## src/rtl/dr_fa_driver.sv

```systemverilog
// Drives a dual-rail full adder through a DATA/NULL four-phase cycle and returns single-rail results.
// Latency 2*(SYNC_STAGES+1) cycles from accept to out_valid; holds the result until out_ready.
// Optional DR_ILLEGAL_CHECK_EN: a synchronized 11 code on s or c_out forces ERR.
module dr_fa_driver #(
    parameter int TIMEOUT     = 64,
    parameter int SYNC_STAGES = 2
) (
    input  logic       clk,
    input  logic       rst,
    input  logic       in_valid,
    output logic       in_ready,
    input  logic       in_a,
    input  logic       in_b,
    input  logic       in_c,
    output logic       out_valid,
    input  logic       out_ready,
    output logic       out_s,
    output logic       out_c,
    output logic       err,
    output logic [1:0] a,
    output logic [1:0] b,
    output logic [1:0] c_in,
    output logic       fn_en,
    input  logic [1:0] s,
    input  logic [1:0] c_out
);

    localparam int CW = $clog2(TIMEOUT + 1);

    typedef enum logic [2:0] {
        IDLE,
        DATA_WAIT,
        NULL_WAIT,
        OUT,
        ERR
    } state_t;

    state_t                          state;
    logic [SYNC_STAGES-1:0][3:0]     sync_q;
    logic [CW-1:0]                   wait_cnt;
    logic [1:0]                      s_sy;
    logic [1:0]                      c_sy;
    logic                            both_data;
    logic                            both_null;
    logic                            timed_out;
    logic                            illegal;
    logic                            fault;

    // The adder outputs are asynchronous to clk; only the last stage is ever looked at.
    always_ff @(posedge clk) begin
        if (rst) begin
            sync_q <= '0;
        end else begin
            sync_q <= {sync_q[SYNC_STAGES-2:0], {c_out, s}};
        end
    end

    assign s_sy      = sync_q[SYNC_STAGES-1][1:0];
    assign c_sy      = sync_q[SYNC_STAGES-1][3:2];
    assign both_data = ((s_sy == 2'b01) || (s_sy == 2'b10)) &&
                       ((c_sy == 2'b01) || (c_sy == 2'b10));
    assign both_null = (s_sy == 2'b00) && (c_sy == 2'b00);
    assign timed_out = (wait_cnt == CW'(TIMEOUT));

`ifdef DR_ILLEGAL_CHECK_EN
    assign illegal = (s_sy == 2'b11) || (c_sy == 2'b11);
`else
    assign illegal = 1'b0;
`endif

    // Completion wins over a timeout that expires on the same cycle.
    assign fault = illegal ||
                   (timed_out && (((state == DATA_WAIT) && !both_data) ||
                                  ((state == NULL_WAIT) && !both_null)));

    always_ff @(posedge clk) begin
        if (rst) begin
            state     <= IDLE;
            in_ready  <= 1'b1;
            out_valid <= 1'b0;
            out_s     <= 1'b0;
            out_c     <= 1'b0;
            err       <= 1'b0;
            a         <= 2'b00;
            b         <= 2'b00;
            c_in      <= 2'b00;
            fn_en     <= 1'b0;
            wait_cnt  <= '0;
        end else if (fault) begin
            state     <= ERR;
            in_ready  <= 1'b0;
            out_valid <= 1'b0;
            err       <= 1'b1;
            a         <= 2'b00;
            b         <= 2'b00;
            c_in      <= 2'b00;
            fn_en     <= 1'b0;
        end else begin
            case (state)
                IDLE: begin
                    if (in_valid && in_ready) begin
                        a        <= in_a ? 2'b10 : 2'b01;
                        b        <= in_b ? 2'b10 : 2'b01;
                        c_in     <= in_c ? 2'b10 : 2'b01;
                        fn_en    <= 1'b1;
                        in_ready <= 1'b0;
                        wait_cnt <= '0;
                        state    <= DATA_WAIT;
                    end
                end
                DATA_WAIT: begin
                    if (both_data) begin
                        out_s    <= s_sy[1];
                        out_c    <= c_sy[1];
                        a        <= 2'b00;
                        b        <= 2'b00;
                        c_in     <= 2'b00;
                        wait_cnt <= '0;
                        state    <= NULL_WAIT;
                    end else begin
                        wait_cnt <= wait_cnt + 1'b1;
                    end
                end
                NULL_WAIT: begin
                    if (both_null) begin
                        fn_en     <= 1'b0;
                        out_valid <= 1'b1;
                        state     <= OUT;
                    end else begin
                        wait_cnt <= wait_cnt + 1'b1;
                    end
                end
                OUT: begin
                    if (out_ready) begin
                        out_valid <= 1'b0;
                        in_ready  <= 1'b1;
                        state     <= IDLE;
                    end
                end
                ERR: begin
                    state <= ERR;
                end
                default: begin
                    state    <= ERR;
                    err      <= 1'b1;
                    in_ready <= 1'b0;
                end
            endcase
        end
    end

endmodule

```

## config.mk

```make
export PLATFORM = sky130hd
export DESIGN_NAME = dr_fa_driver
export DESIGN_NICKNAME = d
export VERILOG_FILES = /design/src/rtl/dr_fa_driver.sv
export SDC_FILE = /design/constraint.sdc
export NUM_CORES = 1
export LEC_CHECK = 0
export CAP_MARGIN = 20
export CORE_AREA = 2 2 55 57
export DETAILED_ROUTE_END_ITERATION = 10
export DIE_AREA = 0 0 57 59
export GPL_TIMING_DRIVEN = 1
export PLACE_DENSITY = 0.86
export SYNTH_ARGS = -nofsm -noshare
export SYNTH_HDL_FRONTEND = slang
export SYNTH_SLANG_ARGS = --single-unit
```

## constraint.sdc

```tcl
create_clock -name clk -period 2.55 [get_ports clk]
set_input_delay 0.51 -clock clk [delete_from_list [all_inputs] [get_ports clk]]
set_output_delay 0.51 -clock clk [all_outputs]
set_load 0.02 [all_outputs]
```

# After elaboration in Yosys (flattened, before gate mapping)

Cells that the tools add are included.

Register bits: 30
Input port bits: 11
Output and inout port bits: 12
Word-level logic and storage cells: 97

$add $sub $neg: 1
Eq/ne operators: 20
Multiplexer cells: 32
Bitwise operators: 1
Reduce and logical (&&, ||, !) cells: 29

Operators with widths:

| kind                                                                  | count |
|---|---|
| 7-bit 2-to-1 mux                                                      | 3 |
| 7-bit one-hot mux with 3 select lines                                 | 1 |
| 3-bit 2-to-1 mux                                                      | 5 |
| 3-bit AND reduction                                                   | 5 |
| 2-bit 2-to-1 mux                                                      | 7 |
| 3-bit != test, second input constant                                  | 4 |
| 2-bit one-hot mux with 2 select lines                                 | 3 |
| 3-bit one-hot mux with 4 select lines                                 | 1 |
| 4-bit AND reduction                                                   | 3 |
| 2-bit != test, second input constant                                  | 5 |
| 1-bit 2-to-1 mux                                                      | 9 |
| 7-bit by 1-bit adder with 7-bit output, second input constant         | 1 |
| 7-bit equality test, second input constant                            | 1 |
| 3-bit by 2-bit equality test with 1-bit output, second input constant | 2 |
| 1-bit logical AND                                                     | 6 |
| 2-bit nonzero test                                                    | 3 |
| 5-bit OR reduction                                                    | 1 |
| 2-bit by 1-bit equality test with 1-bit output, second input constant | 2 |
| 2-bit equality test, second input constant                            | 2 |
| 2-bit zero test                                                       | 2 |
| 2-bit by 1-bit != test with 1-bit output, second input constant       | 2 |
| 1-bit one-hot mux with 2 select lines                                 | 2 |
| 3-bit by 1-bit equality test with 1-bit output, second input constant | 1 |
| 3-bit equality test, second input constant                            | 1 |
| other kinds (8)                                                       | 11 |

# Logic depth before layout (Yosys ltp)

Word-level depth: 9
Depth in mapped cells: 6
Gate-level depth less buffers: 6

# Worst setup path after synthesis

OpenSTA, ideal clock, no wires.

Kind: register to register
Start: reg sync_q (netlist bit s_sy[1])
End: reg wait_cnt[5]
Library setup time: 0.070 ns
Data arrival time: 1.747 ns
Data required time: 2.480 ns
Path slack: 0.733 ns
Stages on the path, launching flop included: 7
Buffers on the path: 0
Period minus slack after synthesis: 1.817 ns
Cells stage by stage: dfxtp_1 > inv_1 > ha_1 > and4b_1 > a2111o_1 > or4_1 > a21oi_1

Cells in the longest elaborated chain, start to end: 9
Elaborated cells between the ends (all ways): 17
Those cells by class: eq/ne (3); mux (2); bitwise (1); reduce/logical (11)

Ends and longest elaborated chain:

| item                                                                                         | line | RTL |
|---|---|---|
| start: declaration                                                                           | 39   | `logic [SYNC_STAGES-1:0][3:0] sync_q;` |
| start signal: assignment                                                                     | 54   | `sync_q <= {sync_q[SYNC_STAGES-2:0], {c_out, s}};` |
| 2-bit by 1-bit equality test with 1-bit output / 2-bit equality test (equally long branches) | 60   | `assign both_data = ((s_sy == 2'b01) \|\| (s_sy == 2'b10)) &&` |
| 1-bit logical OR                                                                             | 60   |  |
| 1-bit logical AND                                                                            | 60   |  |
| 1-bit zero test                                                                              | 73   | `(timed_out && (((state == DATA_WAIT) && !both_data) \|\|` |
| 1-bit logical AND                                                                            | 73   |  |
| 1-bit logical OR                                                                             | 73   |  |
| 1-bit logical AND                                                                            | 73   |  |
| 1-bit inverter (no line)                                                                     | n/a  |  |
| 4-bit AND reduction (no line)                                                                | n/a  |  |
| end signal: assignment                                                                       | 121  | `wait_cnt <= wait_cnt + 1'b1;` |
| end signal: assignment                                                                       | 130  | `wait_cnt <= wait_cnt + 1'b1;` |
| end: declaration                                                                             | 40   | `logic [CW-1:0] wait_cnt;` |

Parallel ways exist; a longest one is shown, timed or not.
A chain may end at the register's enable or synchronous reset.

# Worst setup path in the final report

Start: in in_valid
End: reg wait_cnt[6]

Cells in the longest elaborated chain, start to end: 3

Ends and longest elaborated chain:

| item                          | line | RTL |
|---|---|---|
| start: declaration            | 10   | `input logic in_valid,` |
| 1-bit logical AND             | 101  | `if (in_valid && in_ready) begin` |
| 2-bit != test (no line)       | n/a  |  |
| 4-bit AND reduction (no line) | n/a  |  |

No other way between the ends.

==> impl_metrics.csv <==
group,metric,value,unit
logic_synthesis,synth-seq-cells,30,
floorplanning,core,2710,um2
min_path,worstHoldPathCells,1,
sta,skew,0.00467,ns
logic_synthesis,synth_top_cell_area_share,44.6,%
critical_path,rr_worst_depth,4,
sta,fin_crit,2.04,ns
pwr,finalPower,0.00129,W
clock_tree,clockBufferDepth,2,
floorplanning,ios,23,
sta,worst_pin_slew,0.425,ns
floorplanning,dieArea,3360,um2
logic_synthesis,synth_fp_nets,167,
detailed_routing,avgViaCountPerCell,5.71,
logic_synthesis,yosysTopAreaCell,"dfxtp_1",
detailed_routing,routedWlPerCell,13.4,um
cells_and_area,fin_nets,193,
clock_tree,cts_tree,"yes",
logic_synthesis,yosysUniqueCellTypes,33,
sta,slew_headroom,71.6,%
clock_tree,clock_latency,0.34,ns
logic_synthesis,ys_async_sr_fraction,0,%
clock_tree,cts.sinks,30,
clock_tree,cts_max_level,2,
detailed_routing,drt-total-wl,2.82,mm
clock_tree,ctsResizeCount,0,
cells_and_area,antenna_cells,0,
pwr,clkPwrFrac,28.8,%
job,cap_violations,0,
placed_design,dpl.hpwl,2.07,mm
sta,timing_hold_violations_final,0,
global_route,grt_first_pass_wirelength,4.64,mm
sta,finalCritPeriodShare,79.8,%
critical_path,path_max_fanout,10,
global_route,grt_usage,18.7,%
logic_synthesis,synth_edf_count,0,
critical_path,crit_path_end_kind,"register",
pwr,comb_power_share,26.6,%
logic_synthesis,post-synth-top-count-cell,"dfxtp_1",
clock_tree,cts_root_buf,"clkbuf_4",
logic_synthesis,yosysWarnings,0,
logic_synthesis,synth_area_leaders,"dfxtp_1 (45%), nor2b_1 (4.2%), ha_1 (3.7%), mux2i_1 (3.7%), nand4_1 (3.7%)",
detailed_routing,firstDrtPassIters,4,
cells_and_area,drive_above_1_share,6.70,%
pwr,cellPowerDensity,768,nW/um2
global_route,grt_start_max_net_pins,14,
pwr,p_int,0.000882,W
min_path,hold_start,"sync_q[0]",
critical_path,crit_path_top_delay_cell,"a2111o_1",
sta,rsz0062_at_grt,"no",
critical_path,cp_data_required_time,2.82,ns
critical_path,r2r_start,"state[2]",
logic_synthesis,ys_seq_area_share,44.6,%
global_route,grt_pass1_vias,1086,
sta,fin_tns_setup,0,ns
critical_path,cp_cell_sequence,"clkdlybuf4s50_1 > a211oi_1 > a2111o_1 > or4_1 > a21oi_1",
sta,max_freq,491,MHz
global_route,antenna_found_initial,0,
global_route,overflow,0,
detailed_routing,ant_nets,0,
pwr,power_leakage,0.657,nW
sta,drv_slew,0,
critical_path,cpPeakStageDelay,0.53,ns
critical_path,crit_buf_inv,1,
floorplanning,start_util,49.7,%
critical_path,r2r_end,"wait_cnt[6]",
logic_synthesis,synthCells,152,
critical_path,cp.arrival,2.30,ns
detailed_routing,drc,0,
sta,setup_viol,0,
pwr,switchingPower,0.000410,W
run_status,outcome,"finished, final reports clean",
logic_synthesis,synthTopCellsByCount,"dfxtp_1 (30), inv_1 (11), nor2_1 (10), nand3_1 (9), nor2b_1 (9)",
clock_tree,post-cts-setup-buffer-count,0,
floorplanning,fp.dieW,57,um
min_path,hold_end,"s_sy[0]",
critical_path,critical_path.top_delay_family,"compound AO/OA/AOI/OAI gates",
floorplanning,die_h,59,um
min_path,min_path_type,"reg -> reg",
clock_tree,cts_buffers,5,
logic_synthesis,avgSynthCellArea,8.87,um2
pwr,peakVddDrop,600,uV
cells_and_area,syn_to_final_growth,24.8,%
placed_design,port_buffers,22,
clock_tree,clk_pin_slew,0.09,ns
pwr,power_frac_seq,44.5,%
critical_path,startpoint_type,"input pin",
critical_path,criticalPathCategory,"in -> reg",
logic_synthesis,ys.flop_type,"dfxtp_1",
pwr,swShare,31.7,%
detailed_routing,drtIter0Drc,24,
placed_design,globalplace.congestion,0.854,
floorplanning,rows,19,
critical_path,rrSetupSlack,0.56,ns
clock_tree,holdBufCountCts,0,
logic_synthesis,syn_area,1350,um2
detailed_routing,num_vias,1199,
## power groups by stage
stage | Clock [W] | Combinational, W | Sequential [W]
after floorplan | 0 | 0.000219 | 0.000589
after global placement | 0 | 0.000331 | 0.000581
after detailed placement | 0 | 0.000344 | 0.000586
after CTS | 0.000382 | 0.000347 | 0.000574
after global routing | 0.000399 | 0.000378 | 0.000585
final | 0.000372 | 0.000344 | 0.000575
## cells in the final DEF, fill, tap and decap left out, types with 2 or more instances in the layout
cell type,instances
or3_1,2
a21o_1,2
and3_1,5
clkinv_2,2
nor2b_1,9
ha_1,4
nand2_1,8
a21boi_0,6
clkdlybuf4s50_1,22
nand4_1,8
or4_1,2
dfxtp_1,30
o21a_1,3
o21ai_0,6
nand2b_1,2
clkbuf_4,5
a21oi_1,6
nor2_1,10
nand3_1,9
inv_1,11
a2111o_1,2
mux2i_1,5
buf_4,3
a211oi_1,2
and4b_1,2
o31ai_1,3
## worst max path at each step
stage              from          end  slack (ns)  cells past startpoint
6_report       in_valid  wait_cnt[6]        0.51                      5
5_1_grt        in_valid  wait_cnt[5]        0.40                      5
4_1_cts        in_valid  wait_cnt[6]        0.53                      5
3_5_place_dp   in_valid  wait_cnt[6]        0.17                      5
3_3_place_gp   in_valid  wait_cnt[5]        0.21                      5
2_1_floorplan   s_sy[1]  wait_cnt[5]        0.73                      6
## metrics by stage
step | hold slack, ns | setup slack [ns] | utilization, % | instance area (um2) | std cells
2_1_floorplan | 0.414 | 0.733 | - | 1350 | 152
3_3_place_gp | 0.419 | 0.210 | 59.2 | 1600 | 202
3_5_place_dp | 0.434 | 0.169 | 59.2 | 1600 | 202
4_1_cts | 0.455 | 0.533 | 62.0 | 1680 | 210
5_1_grt | 0.461 | 0.405 | 62.0 | 1680 | 210
6_report | 0.448 | 0.515 | 62.0 | 1680 | 210
## logic make-up (layout without fill, tap and decap cells)
| logic type | after synthesis | in the layout | synth area share (%) |
|---|---|---|---|
| AND/OR/NAND/NOR | 62 | 62 | 25.6 |
| AO/OA/AOI/OAI | 34 | 34 | 17.5 |
| flip-flops | 30 | 30 | 44.6 |
| buffers and inverters | 17 | 44 | 4.92 |
| multiplexers | 5 | 5 | 3.71 |
| adder cells (fa/ha/maj) | 4 | 4 | 3.71 |
## routing by layer
metal,global-route usage (%),share of wire (%),wire (um)
met5,0,0,0
met4,11.0,2.3,66
met3,6.55,7.0,196
met2,33.5,52,1460
met1,18.8,39,1090
## final cells by class
type / instances / area, um2
tap: 31 / 38.8
clock buffer: 5 / 37.5
sequential: 30 / 601
inverter: 11 / 41.3
fill: 245 / 1030
multi-input combinational: 105 / 681
timing repair buffer: 25 / 243
clock inverter: 3 / 40.0
## worst register-to-register path: stages (launching register included)
cell and delay [ns]:
dfxtp_1 0.55, and4b_1 0.26, a2111o_1 0.47, or4_1 0.49
a21oi_1 0.15
## state kept, by name (all words and copies together) (netlist names)
register   cells
err            1
fn_en          1
sync_q         4
a              2
s_sy           2
out_valid      1
in_ready       1
out_c          1
wait_cnt       7
state          3
b              2
c_sy           2
out_s          1
c_in           2
Power figures use the tool's default switching activity.
